--- config.mk ---
export PLATFORM = sky130hd
export DESIGN_NAME = clk_gen_bank
export DESIGN_NICKNAME = d
export VERILOG_FILES = /design/src/rtl/clk_gen_bank.sv
export SDC_FILE = /design/constraint.sdc
export NUM_CORES = 1
export LEC_CHECK = 0
export ABC_AREA = 1
export CAP_MARGIN = 25
export CORE_ASPECT_RATIO = 2
export CORE_UTILIZATION = 45
export CTS_BUF_LIST = sky130_fd_sc_hd__clkbuf_8
export CTS_CLUSTER_SIZE = 30
export DETAILED_ROUTE_END_ITERATION = 7
export GPL_TIMING_DRIVEN = 0
export PLACE_DENSITY = 0.63
export SKIP_CTS_REPAIR_TIMING = 1
export SYNTH_ARGS = -nofsm -noshare
export SYNTH_HDL_FRONTEND = slang
export SYNTH_SLANG_ARGS = --single-unit
--- constraint.sdc ---
create_clock -name clk -period 15.5 [get_ports clk]
set_input_delay 3.1 -clock clk [delete_from_list [all_inputs] [get_ports clk]]
set_output_delay 3.1 -clock clk [all_outputs]
set_load 0.03 [all_outputs]
--- src/rtl/clk_gen_bank.sv ---
// Multi-channel divided-clock generator with per-channel programmable half-period
// and a run/step/hold mode for push-button single-stepping.
module clk_gen_bank #(
    parameter int NCH      = 5,
    parameter int CNT_W    = 32,
    parameter int DEF_HALF = 2048000,
    parameter int CH_W     = (NCH > 1) ? $clog2(NCH) : 1
) (
    input  logic             clk,
    input  logic             rst,
    input  logic [1:0]       mode,
    input  logic             step_req,
    input  logic [NCH-1:0]   step_en,
    input  logic             restart,
    input  logic             cfg_we,
    input  logic [CH_W-1:0]  cfg_ch,
    input  logic [CNT_W-1:0] cfg_half,
    output logic [NCH-1:0]   div_clk,
    output logic [NCH-1:0]   tick,
    output logic             step_busy
);

    localparam logic [1:0]       MODE_RUN  = 2'b00;
    localparam logic [1:0]       MODE_STEP = 2'b01;
    localparam logic [CNT_W-1:0] ONE       = CNT_W'(1);
    localparam logic [CNT_W-1:0] ZERO      = '0;
    localparam logic [CNT_W-1:0] RST_HALF  = (DEF_HALF == 0) ? ONE : CNT_W'(DEF_HALF);

    // Push-button synchroniser, previous-level flop and registered edge pulse
    logic sync1_q, sync1_d;
    logic sync2_q, sync2_d;
    logic sync3_q, sync3_d;
    logic edge_q,  edge_d;
    logic busy_q,  busy_d;

    logic             arm_fire;
    logic             cfg_hit;
    logic [CNT_W-1:0] cfg_half_sat;
    logic [NCH-1:0]   armed_next;

    always_comb begin
        sync1_d      = step_req;
        sync2_d      = sync1_q;
        sync3_d      = sync2_q;
        edge_d       = sync2_q & ~sync3_q;
        arm_fire     = edge_q && (mode == MODE_STEP) && !busy_q;
        cfg_hit      = cfg_we && (int'(cfg_ch) < NCH);
        cfg_half_sat = (cfg_half == ZERO) ? ONE : cfg_half;
        busy_d       = |armed_next;
    end

    always_ff @(posedge clk or posedge rst) begin
        if (rst) begin
            sync1_q <= 1'b0;
            sync2_q <= 1'b0;
            sync3_q <= 1'b0;
            edge_q  <= 1'b0;
            busy_q  <= 1'b0;
        end else begin
            sync1_q <= sync1_d;
            sync2_q <= sync2_d;
            sync3_q <= sync3_d;
            edge_q  <= edge_d;
            busy_q  <= busy_d;
        end
    end

    assign step_busy = busy_q;

    genvar gi;
    generate
        for (gi = 0; gi < NCH; gi++) begin : g_ch
            logic [CNT_W-1:0] half_q, half_d;
            logic [CNT_W-1:0] cnt_q,  cnt_d;
            logic             div_q,  div_d;
            logic             tick_q, tick_d;
            logic             armed_q, armed_d;
            logic             seen_q, seen_d;
            logic             wr_sel;
            logic             adv;
            logic             wrap;

            always_comb begin
                wr_sel  = cfg_hit && (cfg_ch == CH_W'(gi));
                adv     = (mode == MODE_RUN) || ((mode == MODE_STEP) && armed_q);
                wrap    = (cnt_q == half_q - ONE);
                half_d  = wr_sel ? cfg_half_sat : half_q;
                cnt_d   = cnt_q;
                div_d   = div_q;
                tick_d  = 1'b0;
                armed_d = armed_q;
                seen_d  = seen_q;
                if (restart) begin
                    cnt_d   = ZERO;
                    div_d   = 1'b0;
                    armed_d = 1'b0;
                    seen_d  = 1'b0;
                end else if (wr_sel) begin
                    cnt_d   = ZERO;
                    div_d   = 1'b0;
                    armed_d = 1'b0;
                end else begin
                    if (adv) begin
                        if (wrap) begin
                            cnt_d  = ZERO;
                            div_d  = ~div_q;
                            tick_d = ~div_q;
                            // A step ends on the first fall after its rise was seen
                            if (armed_q) begin
                                if (!div_q) begin
                                    seen_d = 1'b1;
                                end else if (seen_q) begin
                                    armed_d = 1'b0;
                                end
                            end
                        end else begin
                            cnt_d = cnt_q + ONE;
                        end
                    end
                    if (arm_fire && step_en[gi]) begin
                        armed_d = 1'b1;
                        seen_d  = 1'b0;
                    end
                end
            end

            always_ff @(posedge clk or posedge rst) begin
                if (rst) begin
                    half_q  <= RST_HALF;
                    cnt_q   <= ZERO;
                    div_q   <= 1'b0;
                    tick_q  <= 1'b0;
                    armed_q <= 1'b0;
                    seen_q  <= 1'b0;
                end else begin
                    half_q  <= half_d;
                    cnt_q   <= cnt_d;
                    div_q   <= div_d;
                    tick_q  <= tick_d;
                    armed_q <= armed_d;
                    seen_q  <= seen_d;
                end
            end

            assign armed_next[gi] = armed_d;
            assign div_clk[gi]    = div_q;
            assign tick[gi]       = tick_q;
        end
    endgenerate

endmodule

Yosys cells after proc, flatten, opt, wreduce, memory -nomap -nowiden
Index checks and enable logic that the tools add are counted.
{"block": "op_classes", "addsub": 10, "n_lt_le_gt_ge": 1, "eq_ne": 20, "mux": 136, "n_bitwise": 7, "n_reduce_logical": 63}
{"cell": "2-to-1 mux 32 bit", "count": 21}
{"cell": "adder 32 x 1 -> 32 bit (second input constant)", "count": 5}
{"cell": "== test 32 bit", "count": 5}
{"cell": "subtractor 32 x 1 -> 32 bit (second input constant)", "count": 5}
{"cell": "2-to-1 mux 1 bit", "count": 115}
{"cell": "nonzero test 3 bit", "count": 25}
{"cell": "zero test 32 bit", "count": 1}
{"cell": "AND reduction 5 bit", "count": 5}
{"cell": "logical AND 1 bit", "count": 18}
{"cell": "inequality test 3 x 2 -> 1 bit (second input constant)", "count": 5}
{"cell": "inequality test 2 bit (second input constant)", "count": 5}
{"cell": "AND reduction 2 bit", "count": 5}
{"cell": "== test 3 x 2 -> 1 bit (second input constant)", "count": 2}
{"cell": "NOT 1 bit", "count": 6}
{"cell": "logical OR 1 bit", "count": 5}
{"cell": "OR reduction 5 bit", "count": 1}
{"cell": "== test 3 x 1 -> 1 bit (second input constant)", "count": 1}
{"cell": "== test 3 bit (second input constant)", "count": 1}
{"cell": "zero test 3 bit", "count": 1}
{"cell": "less-than comparator 3 bit (second input constant)", "count": 1}
{"cell": "== test 2 x 1 -> 1 bit (second input constant)", "count": 1}
{"cell": "zero test 2 bit", "count": 1}
{"cell": "AND 1 bit", "count": 1}
{"cell": "zero test 1 bit", "count": 1}
{"block": "totals", "reg_bits": 345, "input_bits": 47, "output_inout_bits": 11}

Depth between registers and ports, before layout
Gate-level depths: netlist of run 1.
{"block": "logic_depth", "ltp_word": 9, "depth_mapped": 22, "depth_no_buf": 22}

Worst setup path before layout of run 1
No wires, ideal clock.
{"block": "synth_timing", "path_type": "input-to-reg", "from": "in cfg_ch[1]", "to": "reg g_ch[3].cnt_q[31]", "setup_ps": 76, "arrival_time_ps": 4540, "required_time_ps": 15424, "setup_slack_ps": 10883, "path_stages": 10, "cell_sequence": "inv_1 > nor2_1 > nand2_1 > inv_1 > nor2_1 > inv_1 > nor2_1 > nand2_8 > buf_6 > o21ai_1"}
{"block": "synth_via", "elab_chain_cells": 5}
{"element": "start, declared", "line_no": "16", "text": "input logic [CH_W-1:0] cfg_ch,"}
{"element": "less-than comparator 3 bit", "line_no": "47", "text": "cfg_hit = cfg_we && (int'(cfg_ch) < NCH);"}
{"element": "logical AND 1 bit", "line_no": "47"}
{"element": "logical AND 1 bit *", "line_no": "84", "text": "wr_sel = cfg_hit && (cfg_ch == CH_W'(gi));"}
{"element": "2-to-1 mux 32 bit", "line_no": "98", "text": "end else if (wr_sel) begin"}
{"element": "2-to-1 mux 32 bit", "line_no": "93", "text": "if (restart) begin"}
{"element": "end signal, assigned", "line_no": "137", "text": "cnt_q <= cnt_d;"}
{"element": "end, declared", "line_no": "74", "text": "logic [CNT_W-1:0] cnt_q, cnt_d;"}
Every way passes the cells marked *; elsewhere a longest branch is shown, timed or not.
A chain may end at the register's enable or synchronous reset.

Worst setup path after layout of run 1
{"block": "layout_timing", "from": "in cfg_we", "to": "reg g_ch[4].cnt_q[17]"}
{"block": "layout_via", "elab_chain_cells": 4}
{"element": "start, declared", "line_no": "15", "text": "input logic cfg_we,"}
{"element": "logical AND 1 bit *", "line_no": "47"}
{"element": "logical AND 1 bit *", "line_no": "84"}
{"element": "2-to-1 mux 32 bit", "line_no": "98"}
{"element": "2-to-1 mux 32 bit", "line_no": "93"}
{"element": "end signal, assigned", "line_no": "137"}
{"element": "end, declared", "line_no": "74"}
Marks and branches as above.

==> results by group, run 1 <==
Setup path
  • Worst setup SP type: input pin
  • Critical Path End Type: register
  • Crit-path cells: clkdlybuf4s50_1 -> inv_1 -> nor2_1 -> nand3_1 -> inv_1 -> nor2_1 -> nand2_1 -> clkbuf_1 -> o32ai_1
  • CP max stage delay: 0.64 ns
  • WP data required: 15.99 ns
  • R2r setup slk: 12.52 ns
  • Crit path arrival time: 6.35 ns
  • Critical path peak fanout: 10
  • Reg2reg end: step_busy$_DFF_PP0_
  • Setup Crit Path Kind: in -> reg
  • R2r startpoint: g_ch[4].half_q[0]$_DFFE_PP0P_
  • Critical path's slowest cell: clkbuf_1
  • R2R depth: 19

Die
  • Die Height: 329.1 µm
  • Core area: 52710 µm²
  • Row count: 119
  • Die Wd: 165.5 µm
  • Area of the die: 54480 µm²
  • # IOs: 58
  • Initial Utilization: 0.4567

Min path
  • WHS Endpoint: sync2_q$_DFF_PP0_
  • WHS Path Cells: 0
  • HP Start: sync1_q$_DFF_PP0_
  • Worst Hold Class: reg -> reg

Global routing
  • Largest net degree at the start of global routing: 126
  • First-pass GRT wire length: 123500 µm
  • All-layer global routing usage: 0.3019
  • Vias in the first global route: 22780
  • Remaining Overflow, GRT: 0
  • Initial antenna violation count: 6

Place
  • DP Worst Slack: 8.950 ns
  • GPL Wtd Cong: 0.9890
  • Post-DP HPWL: 63460 µm
  • Port-buffer cells: 56

Route
  • DRT Pass-1 Iters: 7
  • DRT antenna net count: 0
  • Wire per inst: 18.82 µm
  • Iteration-0 DRC Markers: 1262
  • Vias per cell: 5.377
  • Via count: 23010
  • DRC violations left: 4
  • Final wirelength: 80540 µm

Yosys
  • Post-synth EDFFs: 0
  • Mapped Area: 24070 µm²
  • Synth top area share: 0.3274
  • Largest family of logic cells by synthesized area: simple AND/OR/NAND/NOR gates
  • Area leader, netlist: dfrtp_1
  • Sequential area share after synthesis: 0.3602
  • Simple-gate share of the synthesized area: 0.3416
  • Mapped Nets: 3506
  • Yosys warns: 0
  • Top FF cell, synth: dfrtp_1
  • Syn Area/Cell: 6.980 µm²
  • Synth async-reset ratio: 1.000
  • Yosys cell types: 67
  • Synth Area in Compound Gates: 0.1077
  • Xor and xnor fraction of the mapped netlist area: 0.09823
  • Post-synthesis mux area share: 0.0004158
  • Synth Register Bits: 345
  • Synth Instances: 3449
  • Leading post-synthesis cells by cell area: dfrtp_1 (33%), nand2_1 (15%), xor2_1 (8.0%), nor2_1 (6.8%), inv_1 (6.6%)
  • Adder and majority gate portion of the synthesized area: 0.005198

Clock network
  • CTS Buf Count: 55
  • Clk slew on worst S/H paths: 0.07 ns
  • CTS tree: done
  • H-tree depth: 2
  • Later-pin clock latency in the skew report: 0.67 ns
  • Clock Tree Root: clkbuf_8
  • Max clock buf depth: 3
  • Clock sinks: 345

Timing
  • FMAX: 170.7 MHz
  • Final Skew: 0.02816 ns
  • Hold Vio Cnt, Final: 0
  • Worst-Margin Slew: 0.9354 ns
  • Hold_ws: 0.3724 ns
  • Unrepaired setup endpoints after global routing: no
  • Final period util: 0.3779
  • Min Tclk post-route: 5.857 ns
  • Final WS setup: 9.643 ns
  • Number of setup violations in the final report: 0
  • Slew margin rel.: 0.3741
  • Final Max Tran Viols: 0

Finish
  • Finished Core Util: 0.5086
  • Most common cell after layout, fill and taps aside: nand2_1
  • Area growth from synthesis to layout: 11.36%
  • Most frequent cells in the layout: nand2_1 (931), nor2_1 (437), inv_1 (436), dfrtp_1 (315), o21ai_0 (225)
  • Final nets: 3622
  • Layout cells sized above 1: 0.08942

Run status
  • Status: finished, violations left
  • Failing checks: design-rule violations

Pwr
  • PD cells: 104.4 nW/µm²
  • LEAKAGE: 12.54 nW
  • Worst vdd ir: 0.00008132 V

Run
  • Max-cap violations: 0
==> metal layers <==
| metal | part of all wire | routed length (µm) | global-route usage | vias to the layer above |
|---|---|---|---|---|
| met5 | 0 | 0 | 0 | - |
| met4 | 0.077 | 6172 | 0.2109 | 0 |
| met3 | 0.039 | 3150 | 0.03966 | 315 |
| met2 | 0.55 | 43970 | 0.5779 | 647 |
| met1 | 0.34 | 27240 | 0.2880 | 10750 |
| li1 | - | - | - | 11300 |
==> cell type report <==
cell class / count / area [µm²]
multi-input combinational: 2579 / 13330
inverter: 454 / 1714
clock buffer: 76 / 1046
sequential: 345 / 8671
timing repair buffer: 59 / 623.1
antenna: 3 / 7.507
clock inverter: 28 / 211.5
buffer: 71 / 377.9
fill: 5490 / 25900
tap: 665 / 832.0
==> synthesized netlist by cell type (23+ instances only) <==
cell and instances:
xnor2_1 49, nand3_1 155, nand4_1 77, o21ai_1 39
clkbuf_1 45, o21ai_0 225, dfstp_2 30, nor2_1 437
inv_2 25, xor2_1 221, inv_1 424, nor2_2 50
dfrtp_1 315, nor3_1 47, nand2_2 23, o22ai_1 88
a21oi_1 40, nand2_1 931
==> power by group <==
group          switching [mW]  internal [mW]  total, mW  leakage, nW
registers               0.156          0.999       1.16         4.52
clock network           0.406          0.488      0.894        0.704
logic                   0.489          0.262      0.751         7.32
==> critical path: cells and delay by family <==
kind | cells | cell delay (ns)
buffers and inverters | 4 | 1.61
AND/OR/NAND/NOR | 4 | 1.44
AO/OA/AOI/OAI | 1 | 0.19
==> cell families (layout without fill, tap and decap cells) <==
logic type / count (synthesis) / after routing
simple gates: 1841 / 1841
buf+inv: 525 / 688
compound gates: 457 / 457
flops: 345 / 345
xor+xnor: 270 / 270
fa+ha+maj: 10 / 10
mux: 1 / 1
other cells: 0 / 3
==> per-stage QoR <==
stage | setup TNS [ns] | cells | total power, mW | instance area, µm²
4_1_cts | 0 | 4277 | 2.811 | 26800
2_1_floorplan | 0 | 3449 | 1.671 | 24070
5_1_grt | 0 | 4279 | 2.963 | 26810
3_3_place_gp | -577.07 | 4170 | 1.906 | 25470
6_report | 0 | 4280 | 2.799 | 26810
3_5_place_dp | 0 | 4173 | 1.914 | 25540
==> worst max path at each step <==
| stage | from | to | slack (ns) |
|---|---|---|---|
| 2_1_floorplan | rst | edge_q$_DFF_PP0_ | 2.88 |
| 4_1_cts | cfg_we | g_ch[4].cnt_q[17]$_DFFE_PP0P_ | 9.65 |
| 6_report | cfg_we | g_ch[4].cnt_q[17]$_DFFE_PP0P_ | 9.64 |
| 5_1_grt | cfg_we | g_ch[4].cnt_q[17]$_DFFE_PP0P_ | 9.48 |
| 3_3_place_gp | rst | g_ch[3].cnt_q[4]$_DFFE_PP0P_ | -1.87 |
| 3_5_place_dp | cfg_we | g_ch[4].cnt_q[17]$_DFFE_PP0P_ | 8.95 |
==> state kept, by name (all words and copies together) (netlist names) <==
name	count
edge_q	1
g_ch.armed_q	5
g_ch.cnt_q	160
g_ch.div_q	5
g_ch.half_q	160
g_ch.seen_q	5
g_ch.tick_q	5
step_busy	1
sync1_q	1
sync2_q	1
sync3_q	1
Power figures use the tool's default switching activity.
==> run 2: changes to the inputs <==
==> constraint.sdc (replaced) <==
create_clock -name clk -period 5.8 [get_ports clk]
set_input_delay 1.16 -clock clk [delete_from_list [all_inputs] [get_ports clk]]
set_output_delay 1.16 -clock clk [all_outputs]
set_load 0.03 [all_outputs]
==> run 2 against run 1 <==
  * Combinational power increased to 2.7 times the previous value
  * The flow still finishes with violations (design-rule violations)
  * Cell count is 0.12% higher
  * Worst setup slack worse by 7.6 ns
  * Critical path depth unchanged
  * Sequential power increased to 2.6 times the previous value
  * Register-to-register slack got worse by 9.7 ns
  * Via count up 0.13%
  * Highest routed layer is now met5
  * Hold slack worse by 0.023 ns
  * Core utilization rose by 0.25 points
  * Sequential share of layout area down 0.16 points
  * Final area increased by 0.49%
  * Routed wire length fell by 0.52%
  * Critical path type unchanged
==> results by group, run 2 (synthesis gave the netlist of run 1 again) <==
Route
  • DRT antenna net count: 0 (unchanged)
  • Via count: 23050 (+0.13%)
  • Vias per cell: 5.378 (about the same)
  • Iteration-0 DRC Markers: 1301 (+3.1%)
  • Wire per inst: 18.70 µm (-0.63%)
  • DRC violations left: 6 (+2)
  • Final wirelength: 80120 µm (-0.52%)
  • DRT Pass-1 Iters: 8 (+1)

Die
  • Die Wd: 165.5 µm (unchanged)
  • Row count: 119 (unchanged)
  • Initial Utilization: 0.4567 (unchanged)
  • Core area: 52710 µm² (unchanged)
  • Die Height: 329.1 µm (unchanged)
  • # IOs: 58 (unchanged)
  • Area of the die: 54480 µm² (unchanged)

Global routing
  • Remaining Overflow, GRT: 0 (unchanged)
  • Largest net degree at the start of global routing: 41 (-67%)
  • Vias in the first global route: 22980 (+0.87%)
  • Initial antenna violation count: 4 (-2)
  • All-layer global routing usage: 0.3003 (-0.001602)
  • First-pass GRT wire length: 123300 µm (-0.11%)

Pwr
  • P_int: 4.711 mW (+170%)
  • Worst vdd ir: 0.0001800 V (+120%)
  • Switching Fraction: 0.3730 (-0.002314)
  • PD cells: 278.9 nW/µm² (+170%)
  • Tot Pwr: 7.514 mW (+170%)
  • Clock power frac: 0.321 (+0.002)
  • Comb pwr share: 0.270 (+0.002)
  • NetSw: 2.803 mW (+170%)
  • Register share of total power: 0.409 (-0.004)
  • LEAKAGE: 12.59 nW (+0.43%)

Timing
  • Final period util: 0.6483
  • Hold Vio Cnt, Final: 0 (unchanged)
  • Final Skew: 0.04315 ns (+0.01499 ns)
  • Final Max Tran Viols: 0 (unchanged)
  • Unrepaired setup endpoints after global routing: no
  • Worst-Margin Slew: 0.9735 ns (+0.03811 ns)
  • Min Tclk post-route: 3.760 ns
  • Slew margin rel.: 0.3439 (-0.03020)
  • Number of setup violations in the final report: 0 (unchanged)
  • FMAX: 265.9 MHz

Place
  • GPL Wtd Cong: 0.9821 (-0.70%)
  • Placed Instances: 4180 (+0.17%)
  • Port-buffer cells: 56 (unchanged)
  • Post-DP HPWL: 63360 µm (-0.15%)

Setup path
  • Worst setup SP type: input pin
  • WP buf/inv: 4 (unchanged)
  • Critical path's slowest cell: clkbuf_1
  • Crit-path cells: clkdlybuf4s50_1 -> inv_1 -> nor2_1 -> nand3_1 -> inv_1 -> nor2_1 -> nand2_1 -> clkbuf_1 -> o32ai_1
  • Critical path peak fanout: 10 (unchanged)
  • Top cell family by delay on the critical path: buffers and inverters
  • Critical Path End Type: register
  • R2R depth: 11 (-8)
  • WP data required: 6.29 ns (-9.70 ns)
  • CP max stage delay: 0.58 ns (-0.06 ns)
  • Crit path arrival time: 4.25 ns (-2.10 ns)
  • Levels on crit path: 9 (unchanged)
  • Setup Crit Path Kind: in -> reg

Run
  • Max-cap violations: 0 (unchanged)

Clock network
  • Clk slew on worst S/H paths: 0.07 ns (about the same)
  • CTS tree: done
  • CTS Buf Count: 55 (unchanged)
  • Clock Tree Root: clkbuf_8
  • Clock sinks: 345 (unchanged)
  • Max clock buf depth: 3 (unchanged)
  • H-tree depth: 2 (unchanged)
  • Later-pin clock latency in the skew report: 0.67 ns (about the same)

Finish
  • Non-filler instance count after layout: 4285 (+0.12%)
  • Filler Cells Inserted: 5553 (+1.1%)
  • Most frequent cells in the layout: nand2_1 (931), inv_1 (440), nor2_1 (437), dfrtp_1 (315), o21ai_0 (225)
  • Leading registers by flop count: g_ch.cnt_q: 160 flops, g_ch.half_q: 160 flops
  • Most common cell after layout, fill and taps aside: nand2_1
  • Layout cells sized above 1: 0.09008 (+0.0006560)
  • Final nets: 3629 (+0.19%)
  • Area growth from synthesis to layout: 11.91%

Min path
  • WHS Path Cells: 0 (unchanged)
  • Worst Hold Class: reg -> reg

Run status
  • Status: finished, violations left
  • Failing checks: design-rule violations
==> run 2: path summary, 6_finish.rpt <==
| check | start | slack [ns] | to |
|---|---|---|---|
| min | sync1_q$_DFF_PP0_ | 0.35 | sync2_q$_DFF_PP0_ |
| max reg2reg | g_ch[2].half_q[6]$_DFFE_PP0P_ | 2.79 | g_ch[2].tick_q$_DFF_PP0_ |
| min reg2reg | sync1_q$_DFF_PP0_ | 0.35 | sync2_q$_DFF_PP0_ |
| min in group asynchronous | rst | 1.00 | g_ch[0].tick_q$_DFF_PP0_ |
| max in group asynchronous | rst | 3.53 | g_ch[4].half_q[19]$_DFFE_PP1P_ |
| max | cfg_we | 2.04 | g_ch[4].cnt_q[17]$_DFFE_PP0P_ |
==> run 2: final cells by class <==
class / count / area [µm²] / share of cell area
antenna: 1 / 2.502 / 0.00009289
buffer: 71 / 377.9 / 0.01403
clock buffer: 75 / 1032 / 0.03832
clock inverter: 29 / 237.7 / 0.008824
inverter: 454 / 1710 / 0.06349
multi-input combinational: 2579 / 13330 / 0.4946
sequential: 345 / 8671 / 0.3218
tap: 665 / 832.0 / 0.03088
timing repair buffer: 66 / 752.0 / 0.02791
==> run 2: metal layers <==
layer | wire length, µm | GRT usage | vias up
met5 | 9 | 0 | -
met3 | 2793 | 0.03337 | 335
met4 | 6954 | 0.2289 | 2
met2 | 41850 | 0.5541 | 636
li1 | - | - | 11320
met1 | 28510 | 0.3010 | 10760
==> run 2: worst reg2reg max path, stage by stage (launching register included) <==
cell and delay [ns]:
dfrtp_1 0.47, nor2_1 0.17, nand2_1 0.14, nor2_2 0.18
nand2_2 0.18, xor2_1 0.20, a21o_1 0.16, nor3_1 0.54
nand4_1 0.18, nor2_1 0.20, nand3_1 0.11, nor2_1 0.34
==> run 2: power by group through the flow <==
stage	registers, mW	clock network [mW]	logic (mW)
finish	3.07	2.41	2.03
global route	3.09	2.56	2.31
CTS	3.06	2.47	2.02
detailed placement	3.10	0	2.01
global placement	3.10	0	1.97
floorplan	2.94	0	1.53
==> run 2: stage by stage <==
step | setup WS [ns] | utilization | TNS, ns | instance area (µm²) | hold WS, ns
finish | 2.040 | 0.5111 | 0 | 26940 | 0.3497
global placement | -2.616 | 0.4832 | -823.59 | 25470 | 0.3341
floorplan | 0.04802 | - | 0 | 24080 | 0.3312
global route | 1.879 | 0.5111 | 0 | 26940 | 0.3721
CTS | 2.110 | 0.5111 | 0 | 26940 | 0.3502
detailed placement | 1.396 | 0.4870 | 0 | 25670 | 0.3347
